==> config.mk <==
export PLATFORM = sky130hd
export DESIGN_NAME = ws_pe_dbuf
export DESIGN_NICKNAME = d
export VERILOG_FILES = /design/src/rtl/ws_pe_dbuf.sv
export SDC_FILE = /design/constraint.sdc
export NUM_CORES = 1
export LEC_CHECK = 0
export ABC_AREA = 1
export CORE_ASPECT_RATIO = 1.5
export CORE_MARGIN = 2
export CORE_UTILIZATION = 40
export DETAILED_ROUTE_END_ITERATION = 6
export SYNTH_ARGS = -nofsm -noshare
export SYNTH_HDL_FRONTEND = slang
export SYNTH_SLANG_ARGS = --single-unit
==> constraint.sdc <==
create_clock -name clk -period 6.37 [get_ports clk]
set_input_delay 0.637 -clock clk [delete_from_list [all_inputs] [get_ports clk]]
set_output_delay 0.637 -clock clk [all_outputs]
set_load 0.1 [all_outputs]
==> src/rtl/ws_pe_dbuf.sv <==
// ---------------------------------------------------------------------------
// ws_pe_dbuf: weight-stationary processing element with a double-buffered
// weight. A shadow weight register forms a shift chain between PEs, so the
// next tile's weights can be preloaded while the current tile computes. A
// swap copies the shadow weight into the active weight. Each valid cycle
// computes psum_out = active_weight * act_in + psum_in, with either
// saturation or wrap-around on overflow. A sticky ovf flag records overflow.
//
// Ports
//   clk            in   clock; every register updates on the rising edge
//   reset          in   synchronous, active-high reset
//   w_shift_en     in   load w_in into the shadow weight
//   w_in           in   [WBITS]  shadow-chain input from the upstream PE
//   w_out          out  [WBITS]  shadow-chain output (the shadow register)
//   w_swap         in   copy the shadow weight into the active weight
//   act_in         in   [WBITS]  activation from the west neighbour
//   act_valid_in   in   act_in and psum_in are valid
//   act_out        out  [WBITS]  registered activation to the east
//   act_valid_out  out  registered act_valid_in
//   psum_in        in   [ABITS]  partial sum from the north neighbour
//   psum_out       out  [ABITS]  registered partial sum to the south
//   psum_valid_out out  psum_out holds a fresh result
//   ovf            out  sticky overflow flag
//   ovf_clr        in   clear ovf (a simultaneous overflow wins)
// ---------------------------------------------------------------------------
module ws_pe_dbuf #(
    parameter int WBITS    = 8,
    parameter int ABITS    = 24,
    parameter int SIGNED   = 1,
    parameter int SATURATE = 1
) (
    input  logic             clk,
    input  logic             reset,
    input  logic             w_shift_en,
    input  logic [WBITS-1:0] w_in,
    output logic [WBITS-1:0] w_out,
    input  logic             w_swap,
    input  logic [WBITS-1:0] act_in,
    input  logic             act_valid_in,
    output logic [WBITS-1:0] act_out,
    output logic             act_valid_out,
    input  logic [ABITS-1:0] psum_in,
    output logic [ABITS-1:0] psum_out,
    output logic             psum_valid_out,
    output logic             ovf,
    input  logic             ovf_clr
);

    localparam int   PW       = 2 * WBITS;  // full product width
    localparam int   SW       = ABITS + 1;  // sum width, one guard bit
    localparam logic SIGN_EXT = (SIGNED != 0);
    localparam logic SAT_EN   = (SATURATE != 0);

    if (ABITS < 2 * WBITS) begin : g_bad_abits
        $error("ws_pe_dbuf: ABITS must be at least 2*WBITS");
    end

    logic [WBITS-1:0] w_shadow_reg;
    logic [WBITS-1:0] w_active_reg;
    logic [WBITS-1:0] act_reg;
    logic             act_valid_reg;
    logic [ABITS-1:0] psum_reg;
    logic             psum_valid_reg;
    logic             ovf_reg;

    logic [PW-1:0]    w_ext;
    logic [PW-1:0]    a_ext;
    logic [PW-1:0]    prod;
    logic [SW-1:0]    prod_ext;
    logic [SW-1:0]    psum_ext;
    logic [SW-1:0]    sum;
    logic             ovf_event;
    logic [ABITS-1:0] result_next;

    // Datapath. Both operands are extended to the full product width first,
    // so a plain PW x PW multiply truncated to PW bits yields the correct
    // product for signed and unsigned operands alike.
    always_comb begin
        w_ext    = {{WBITS{SIGN_EXT & w_active_reg[WBITS-1]}}, w_active_reg};
        a_ext    = {{WBITS{SIGN_EXT & act_in[WBITS-1]}}, act_in};
        prod     = w_ext * a_ext;
        prod_ext = {{(SW - PW){SIGN_EXT & prod[PW-1]}}, prod};
        psum_ext = {SIGN_EXT & psum_in[ABITS-1], psum_in};
        sum      = prod_ext + psum_ext;

        // The exact sum always fits in ABITS+1 bits. Signed: overflow when
        // the guard bit disagrees with the ABITS-bit sign. Unsigned: any
        // carry into the guard bit.
        if (SIGN_EXT) begin
            ovf_event = sum[ABITS] ^ sum[ABITS-1];
        end else begin
            ovf_event = sum[ABITS];
        end

        result_next = sum[ABITS-1:0];
        if (ovf_event && SAT_EN) begin
            if (SIGN_EXT) begin
                // Guard bit carries the true sign of the exact sum.
                result_next = sum[ABITS] ? {1'b1, {(ABITS-1){1'b0}}}
                                         : {1'b0, {(ABITS-1){1'b1}}};
            end else begin
                result_next = {ABITS{1'b1}};
            end
        end
    end

    always_ff @(posedge clk) begin
        if (reset) begin
            w_shadow_reg   <= '0;
            w_active_reg   <= '0;
            act_reg        <= '0;
            act_valid_reg  <= 1'b0;
            psum_reg       <= '0;
            psum_valid_reg <= 1'b0;
            ovf_reg        <= 1'b0;
        end else begin
            // Shift and swap run regardless of act_valid_in so the next
            // tile can preload during compute. A simultaneous shift+swap
            // moves the old shadow value into the active register.
            if (w_shift_en) begin
                w_shadow_reg <= w_in;
            end
            if (w_swap) begin
                w_active_reg <= w_shadow_reg;
            end

            act_valid_reg  <= act_valid_in;
            psum_valid_reg <= act_valid_in;
            if (act_valid_in) begin
                act_reg  <= act_in;
                psum_reg <= result_next;
            end

            // Set has priority over clear.
            if (act_valid_in && ovf_event) begin
                ovf_reg <= 1'b1;
            end else if (ovf_clr) begin
                ovf_reg <= 1'b0;
            end
        end
    end

    assign w_out          = w_shadow_reg;
    assign act_out        = act_reg;
    assign act_valid_out  = act_valid_reg;
    assign psum_out       = psum_reg;
    assign psum_valid_out = psum_valid_reg;
    assign ovf            = ovf_reg;

endmodule

# ---- Word-level counts from Yosys, hierarchy flattened
# Index checks and enable logic that the tools add are counted.
dict set report word_totals {
  reg_bits 50
  inputBits 46
  wordCells 15
}
dict set report op_classes {
  add_sub_neg 1
  multipliers 1
  muxes 4
  bitwise 1
  reduce_logical 2
}
# operator count
set ops {}
lappend ops {{24-bit 2-to-1 mux} 2}
lappend ops {{16-bit by 24-bit adder with 25-bit output} 1}
lappend ops {{8-bit by 8-bit multiplier with 16-bit output} 1}
lappend ops {{1-bit 2-to-1 mux} 2}
lappend ops {{2-bit nonzero test} 1}
lappend ops {{1-bit logical AND} 1}
lappend ops {{1-bit bitwise XOR} 1}

# ---- Depth between registers and ports, before layout
# Gate-level depths: netlist of the first run.
dict set report depth {
  ltp_word 5
  depth_mapped 26
}

# ---- Least setup slack after synthesis of the first run
# Ideal clock, no wire load.
dict set report synth_path {
  path_type {in2reg}
  from {input port act_in[0]}
  to {register psum_reg[10], in the netlist psum_out[10]}
  t_arrival_ns 5.435
  required_time_ns 6.239
  setup_slack_ns 0.804
  stages 22
  n_path_buf 2
  cell_sequence {clkbuf_1 > nand2_1 > inv_1 > fa_1 > inv_1 > fa_1 > fa_1 > fa_1 > inv_1 > ha_1 > ha_1 > a21oi_1 > nand2_1 > nor2_1 > nand3_2 > nand2_2 > nand2_2 > nand2_4 > nand2_8 > inv_6 > buf_12 > a21oi_4}
}
dict set report synth_via {
  elab_chain_cells 4
  word_cells_on_any_way 5
  cone_classes {add/sub (1); mul (1); mux (2); bitwise (1)}
}
# item line_no
set synth_rtl {}
lappend synth_rtl {{start, declared} 38} ;# input logic [WBITS-1:0] act_in,
lappend synth_rtl {{8-bit by 8-bit multiplier with 16-bit output *} 81} ;# prod = w_ext * a_ext;
lappend synth_rtl {{16-bit by 24-bit adder with 25-bit output *} 84} ;# sum = prod_ext + psum_ext;
lappend synth_rtl {{24-bit 2-to-1 mux / 1-bit bitwise XOR (equally long branches)} {99, 90}}
lappend synth_rtl {{24-bit 2-to-1 mux *} 96} ;# if (ovf_event && SAT_EN) begin
lappend synth_rtl {{end signal, assigned} 131} ;# psum_reg <= result_next;
lappend synth_rtl {{end, declared} 62} ;# logic [ABITS-1:0] psum_reg;
# Mark *: on every way between the ends. The rest lies on a longest branch, timed or not.
# A chain may end at the register's enable or synchronous reset.

# ---- Worst setup path in the final report of the first run
dict set report layout_path {
  from {input port act_in[7]}
  to {register psum_reg[16], in the netlist psum_out[16]}
}
# The elaborated chain is that of the path after synthesis.

==> qor.csv, run 1 <==
stage,metric,value,unit
run_status,status,"finished, final reports clean",
timing,maxSlewHeadroom,0.294,
global_routing,grt_use_total,0.199,
synthesis,ys_async_sr_fraction,0,
clock_network,clkSinkCount,50,
power_and_ir_drop,p_sw_frac,0.591,
synthesis,synth_warnings,0,
detailed_routing,viasPerCell,4.75,
global_routing,grt-ovfl-total,0,
timing,rsz0062_at_grt,false,
finish,nets,1151,
setup_path,start_kind,input port,
synthesis,synth-seq-cells,50,
setup_path,rrSetupSlack,0.93,ns
finish,synthToLayoutAreaGrowth,20.6,%
timing,finalSetupTns,0,ns
detailed_routing,ant_nets,0,
floorplan,ios,89,
floorplan,die-area,18100,µm²
power_and_ir_drop,vdd.ir_drop.worst,0.000329,V
finish,diodes,0,
detailed_routing,wl_per_cell,14.7,µm
synthesis,syn_inst,849,
clock_network,cts_hold_buffers,0,
global_routing,grt_max_degree,42,
setup_path,r2r_end,psum_out[16]$_SDFFE_PP0P_,
global_routing,gr-max-usage-layer,met2,
detailed_routing,firstDrtPassIters,4,
synthesis,synth_compound_area_frac,0.0906,
synthesis,synth-seq-area-share,0.147,
synthesis,synth_ff_type,dfxtp_1,
finish,final_cell_area,8210,µm²
timing,final_hold_viol_count,0,
setup_path,crit_required,6.55,ns
clock_network,cts_buffers,5,
global_routing,antenna_found_initial,0,
synthesis,synthesis.area,6810,µm²
global_routing,grt.met3_usage,0.0207,
placement,port_buffers,88,
placement,dpl-instance-area,8040,µm²
timing,fmax,0.171,GHz
power_and_ir_drop,clkPwrFrac,0.074,
power_and_ir_drop,power.leakage,4.35,nW
power_and_ir_drop,power_frac_seq,0.103,
clock_network,ctsRootBufferMaster,clkbuf_16,
timing,worst_pin_slew,1.06,ns
power_and_ir_drop,power,4.25,mW
synthesis,syn-num-nets,1059,
setup_path,r2r-start,w_active_reg[7]$_SDFFE_PP0P_,
placement,place_congestion,0.913,
synthesis,synth_edf_count,0,
timing,setup_violations,0,
clock_network,clock_path_buffers,2,
placement,hpwl,14700,µm
floorplan,die_w,111,µm
timing,min_period_over_period,0.917,
setup_path,crit_path_max_fanout,15,
power_and_ir_drop,power.internal,1.74,mW
worst_hold_path,min_path_cells,2,
timing,layout_min_cycle_time,5.84,ns
finish,fillers,1633,
floorplan,chipHeight,164,µm
timing,setup_ws,0.531,ns
detailed_routing,wirelength,16900,µm
timing,skew,0.00699,ns
floorplan,rows,58,
clock_network,cts_tree,built,
setup_path,r2r_cells,18,
clock_network,cts.clk_slew.worst_paths,0.07,ns
setup_path,crit_arrival,6.02,ns
worst_hold_path,hold_end,ovf$_SDFFE_PP0P_,
finish,largest_reg_flops,24,
setup_path,endpoint_kind,register,
worst_hold_path,hp-class,register to register,
global_routing,grt_pass1_vias,5894,
finish,drive_above_1_share,0.0849,
clock_network,post_cts_buffers,0,
power_and_ir_drop,netSwitchingPower,2.51,mW
synthesis,muxShareOfSynthArea,0,
synthesis,synth_top_family_by_area,adder cells,
global_routing,grt_use_met1,0.216,
clock_network,htree_levels,2,
synthesis,synthAdderAreaFrac,0.420,
detailed_routing,drtIter0Drc,213,
synthesis,synth_cell_types,35,
floorplan,start_util,0.408,
placement,dp_cells,1144,
synthesis,synth_xor_area_frac,0.0206,
detailed_routing,vias,5474,
finish,fin_cells,1152,
synthesis,syn_avg_cell_area,8.02,µm²
floorplan,core,16700,µm²
timing,drv_slew,0,
detailed_routing,drc,0,
clock_network,ctsResizeCount,0,
flow_run,drv_cap,0,
worst_hold_path,min_from,ovf$_SDFFE_PP0P_,
clock_network,insertion_delay,0.29,ns
power_and_ir_drop,power_density,518,nW/µm²
setup_path,path_class,input port to register,
placement,pre_cts_ws,0.207,ns
global_routing,grt_pass1_wl,28900,µm
global_routing,grtUsageMet2,0.390,
power_and_ir_drop,power_frac_comb,0.823,
synthesis,synthSimpleGateAreaFrac,0.202,
worst max-delay path, stage by stage:
cell and delay (ns):
clkdlybuf4s50_1 0.46, clkinv_1 0.19, buf_4 0.24, o21ai_0 0.28
ha_1 0.32, inv_1 0.08, fa_1 0.43, inv_1 0.30
fa_1 0.51, fa_1 0.45, ha_1 0.29, ha_1 0.37
a21oi_1 0.22, nand2_1 0.15, a21oi_1 0.31, nand3_2 0.12
nand2_1 0.09, nand2_2 0.06, nand2_4 0.11, nand2_8 0.08
inv_6 0.21, a21oi_1 0.10
placed cells by master (no fill, tap or decap), drive strengths merged, types with 2 or more instances in the layout:
master	Yosys	routed
nand2	192	192
inv	177	179
fa	108	108
clkdlybuf4s50	0	88
nor2	79	79
ha	56	56
dfxtp	50	50
o21ai	46	46
a21oi	43	43
buf	4	26
nand3	23	23
xor2	11	11
or2	7	7
nand4	7	7
xnor2	5	5
o21bai	5	5
clkbuf	25	5
nor3	3	3
nand3b	3	3
and2	2	2
logic make-up (layout without fill, tap and decap cells):
family,Yosys count,after routing
AO/OA/AOI/OAI,96,96
XOR/XNOR,16,16
adder cells (fa/ha/maj),164,164
buffers and inverters,207,300
flip-flops,50,50
AND/OR/NAND/NOR,316,316
layer usage:
metal	share of wire	vias up	wire (µm)
li1	-	2735	-
met1	0.37	2581	6240
met2	0.56	119	9410
met3	0.026	39	445
met4	0.046	0	784
met5	0	-	0
cell usage after synthesis (4+ instances only):
cell type  number  area, µm²
fa_1          108       2160
nand3_2         5       50.1
xor2_1         11       96.3
nand2_2         8       50.1
nand4_1         7       43.8
or2_2           7       43.8
o21bai_1        5       37.5
inv_1         172        646
o21ai_0        44        220
clkbuf_1       25       93.8
nand2_1       182        683
dfxtp_1        50       1000
a21oi_4        10        163
a21oi_1        33        165
nor2_1         74        278
ha_1           56        701
xnor2_1         5       43.8
nand3_1        18       90.1
inv_2           4       15.0
through the flow:
| stage | hold WS [ns] | utilization |
|---|---|---|
| after detailed placement | 0.464 | 0.481 |
| after floorplan | 0.667 | - |
| after global placement | 0.458 | 0.481 |
| final | 0.471 | 0.492 |
| after global routing | 0.518 | 0.492 |
| after CTS | 0.475 | 0.492 |
power groups by stage:
| stage | logic [mW] | registers [mW] | clock network [mW] |
|---|---|---|---|
| global placement | 3.49 | 0.446 | 0 |
| floorplan | 2.09 | 0.921 | 0 |
| finish | 3.50 | 0.438 | 0.314 |
| CTS | 3.54 | 0.439 | 0.319 |
| global route | 3.86 | 0.446 | 0.331 |
| detailed placement | 3.52 | 0.445 | 0 |
layout make-up:
class	count	area (µm²)	area share
Clock buffer	5	125	0.0152
Clock inverter	3	47.5	0.00579
Inverter	178	673	0.0820
Multi-Input combinational cell	592	5000	0.609
Sequential cell	50	1000	0.122
Tap cell	210	263	0.0320
Timing Repair Buffer	114	1100	0.134
how the worst max path moves through the flow:
stage	startpoint	to	slack, ns	depth (start not counted)
4_1_cts	act_in[2]	psum_out[16]$_SDFFE_PP0P_	0.51	23
3_5_place_dp	act_in[2]	psum_out[16]$_SDFFE_PP0P_	0.21	23
3_3_place_gp	act_in[2]	psum_out[20]$_SDFFE_PP0P_	0.27	23
6_report	act_in[7]	psum_out[16]$_SDFFE_PP0P_	0.53	22
2_1_floorplan	act_in[0]	psum_out[10]$_SDFFE_PP0P_	0.80	22
5_1_grt	act_in[2]	psum_out[6]$_SDFFE_PP0P_	0.24	23
(Power assumes the default switching activity.)
==> run 2: changes to the inputs <==
CAP_MARGIN = 40   (was not set)
==> run 2 against run 1 <==
- clock power decreased by 1%
- fmax fell by 0.42%
- largest cell class unchanged
- total power up 5.9%
- combinational power up 7.1%
- register-to-register slack worse by 0.03 ns
==> qor.csv, run 2 (synthesis gave the netlist of run 1 again) <==
stage,metric,value,unit
run_status,status,"finished, final reports clean",
timing,skew,0.00407,ns
setup_path,crit_path_max_incr_delay,0.65,ns
global_routing,grt_max_degree,41,
floorplan,start_util,0.408,
finish,drive_above_1_share,0.126,
setup_path,crit_path_max_fanout,15,
finish,final_cell_area,8930,µm²
finish,nets,1195,
power_and_ir_drop,vdd.ir_drop.worst,0.000308,V
clock_network,post_cts_buffers,0,
floorplan,chipHeight,164,µm
floorplan,ios,89,
global_routing,grt_use_total,0.207,
detailed_routing,vias,5675,
timing,maxSlewHeadroom,0.637,
power_and_ir_drop,power.leakage,4.68,nW
clock_network,htree_levels,2,
finish,diodes,0,
setup_path,cpMostUsedCell,fa_1,
timing,final_hold_viol_count,0,
worst_hold_path,hp-class,register to register,
timing,finalSetupTns,0,ns
power_and_ir_drop,netSwitchingPower,2.57,mW
flow_run,drv_cap,0,
power_and_ir_drop,power_frac_seq,0.098,
clock_network,clkSinkCount,50,
setup_path,path_class,input port to register,
finish,layout_commonest_cell,nand2_1,
placement,port_buffers,88,
setup_path,slowest_stage,clkdlybuf4s50_1,
clock_network,cts.clk_slew.worst_paths,0.07,ns
timing,worst_pin_slew,0.544,ns
timing,min_period_over_period,0.920,
timing,rsz0062_at_grt,false,
setup_path,crit_buf_inv,6,
power_and_ir_drop,power_density,504,nW/µm²
detailed_routing,ant_nets,0,
floorplan,die_w,111,µm
timing,setup_violations,0,
power_and_ir_drop,power.internal,1.93,mW
detailed_routing,wl_per_cell,14.8,µm
timing,drv_slew,0,
placement,place_congestion,0.913,
detailed_routing,drtIter0Drc,232,
clock_network,ctsRootBufferMaster,clkbuf_16,
detailed_routing,drc,0,
power_and_ir_drop,p_sw_frac,0.571,
detailed_routing,wirelength,17800,µm
power_and_ir_drop,clkPwrFrac,0.069,
power_and_ir_drop,power_frac_comb,0.833,
finish,seq_area,1000,µm²
finish,layout_common_cells,"nand2_1 (182), inv_1 (172), fa_1 (108), clkdlybuf4s50_1 (88), nor2_1 (74)",
setup_path,endpoint_kind,register,
clock_network,clock_path_buffers,2,
timing,layout_min_cycle_time,5.86,ns
global_routing,grt_pass1_wl,30300,µm
clock_network,cts_buffers,5,
setup_path,start_kind,input port,
finish,synthToLayoutAreaGrowth,31.1,%
setup_path,path_cells,"clkdlybuf4s50_1, nand2_1, fa_1, fa_1, inv_1, fa_1, inv_1, fa_1, inv_1, ha_1, ha_1, nand2_1, inv_2, nand3_2, a21oi_1, nor2_1, nand3_2, nand2_2, nand2_2, nand2_4, nand2_8, inv_6, a21oi_1",
global_routing,grt_pass1_vias,6298,
finish,multi_input_area,5000,µm²
setup_path,crit_family,adder cells,
setup_path,crit_required,6.55,ns
clock_network,cts_hold_buffers,0,
timing,fmax,0.171,GHz
floorplan,core,16700,µm²
clock_network,ctsResizeCount,0,
detailed_routing,firstDrtPassIters,4,
global_routing,grt-ovfl-total,0,
clock_network,insertion_delay,0.29,ns
global_routing,antenna_found_initial,0,
placement,dpl-instance-area,8760,µm²
clock_network,cts_tree,built,
floorplan,rows,58,
finish,fillers,1558,
floorplan,die-area,18100,µm²
setup_path,crit_arrival,6.05,ns
placement,hpwl,15400,µm
detailed_routing,viasPerCell,4.74,
finish,largest_reg_flops,24,
run 2: cell types whose count changed in the layout (fill, tap and decap cells not counted), sizes merged:
cell and change:
buf +44, clkinvlp +2, inv -2
run 2: worst reg2reg max path, cell delays in order, from the launching register on:
cell and delay, ns:
dfxtp_1 0.57, nand2_1 0.26, fa_1 0.61, fa_1 0.60, inv_1 0.19, fa_1 0.60, inv_1 0.07, fa_1 0.47
inv_1 0.04, ha_1 0.27, ha_1 0.36, nand2_1 0.14, inv_2 0.04, nand3_2 0.08, a21oi_1 0.05, nor2_1 0.23
nand3_2 0.13, nand2_2 0.07, nand2_2 0.07, nand2_4 0.11, nand2_8 0.08, inv_6 0.22, a21oi_1 0.11
run 2: layout make-up:
type / instances / area share
multi-input combinational: 592 / 0.560
timing repair buffer: 158 / 0.204
sequential: 50 / 0.112
inverter: 178 / 0.0754
tap: 210 / 0.0294
clock buffer: 5 / 0.0140
clock inverter: 3 / 0.00504
run 2: path summary, 6_finish.rpt:
kind                                              startpoint                        end  slack (ns)  cells past startpoint
worst min-delay path               psum_out[22]$_SDFFE_PP0P_  psum_out[22]$_SDFFE_PP0P_        0.49                      2
worst max register to register  w_active_reg[7]$_SDFFE_PP0P_  psum_out[20]$_SDFFE_PP0P_        0.90                     22
worst max-delay path                               act_in[2]  psum_out[20]$_SDFFE_PP0P_        0.51                     23
worst min register to register     psum_out[22]$_SDFFE_PP0P_  psum_out[22]$_SDFFE_PP0P_        0.49                      2
run 2: routing by layer:
layer  track usage  up-vias  part of all wire  wire (µm)
met2         0.408      119              0.56       9950
met5             0        -                 0          0
met1         0.218     2682              0.37       6500
met4         0.103        0             0.051        909
met3        0.0221       49             0.023        404
li1              -     2825                 -          -
run 2: power by group through the flow:
| stage | Combinational (mW) | Sequential, mW | Clock [mW] |
|---|---|---|---|
| after floorplan | 2.09 | 0.921 | 0 |
| after global placement | 3.49 | 0.446 | 0 |
| after detailed placement | 3.76 | 0.446 | 0 |
| after CTS | 3.79 | 0.440 | 0.315 |
| after global routing | 4.11 | 0.446 | 0.325 |
| final | 3.75 | 0.441 | 0.310 |
run 2: stage by stage:
step / util / hold WS (ns) / instances / setup slack, ns / power (mW)
global route: 0.535 / 0.502 / 1196 / 0.253 / 4.88
finish: 0.535 / 0.486 / 1196 / 0.507 / 4.50
global placement: 0.481 / 0.458 / 1144 / 0.270 / 3.94
CTS: 0.535 / 0.489 / 1196 / 0.493 / 4.54
floorplan: - / 0.667 / 849 / 0.804 / 3.01
detailed placement: 0.525 / 0.475 / 1188 / 0.201 / 4.21
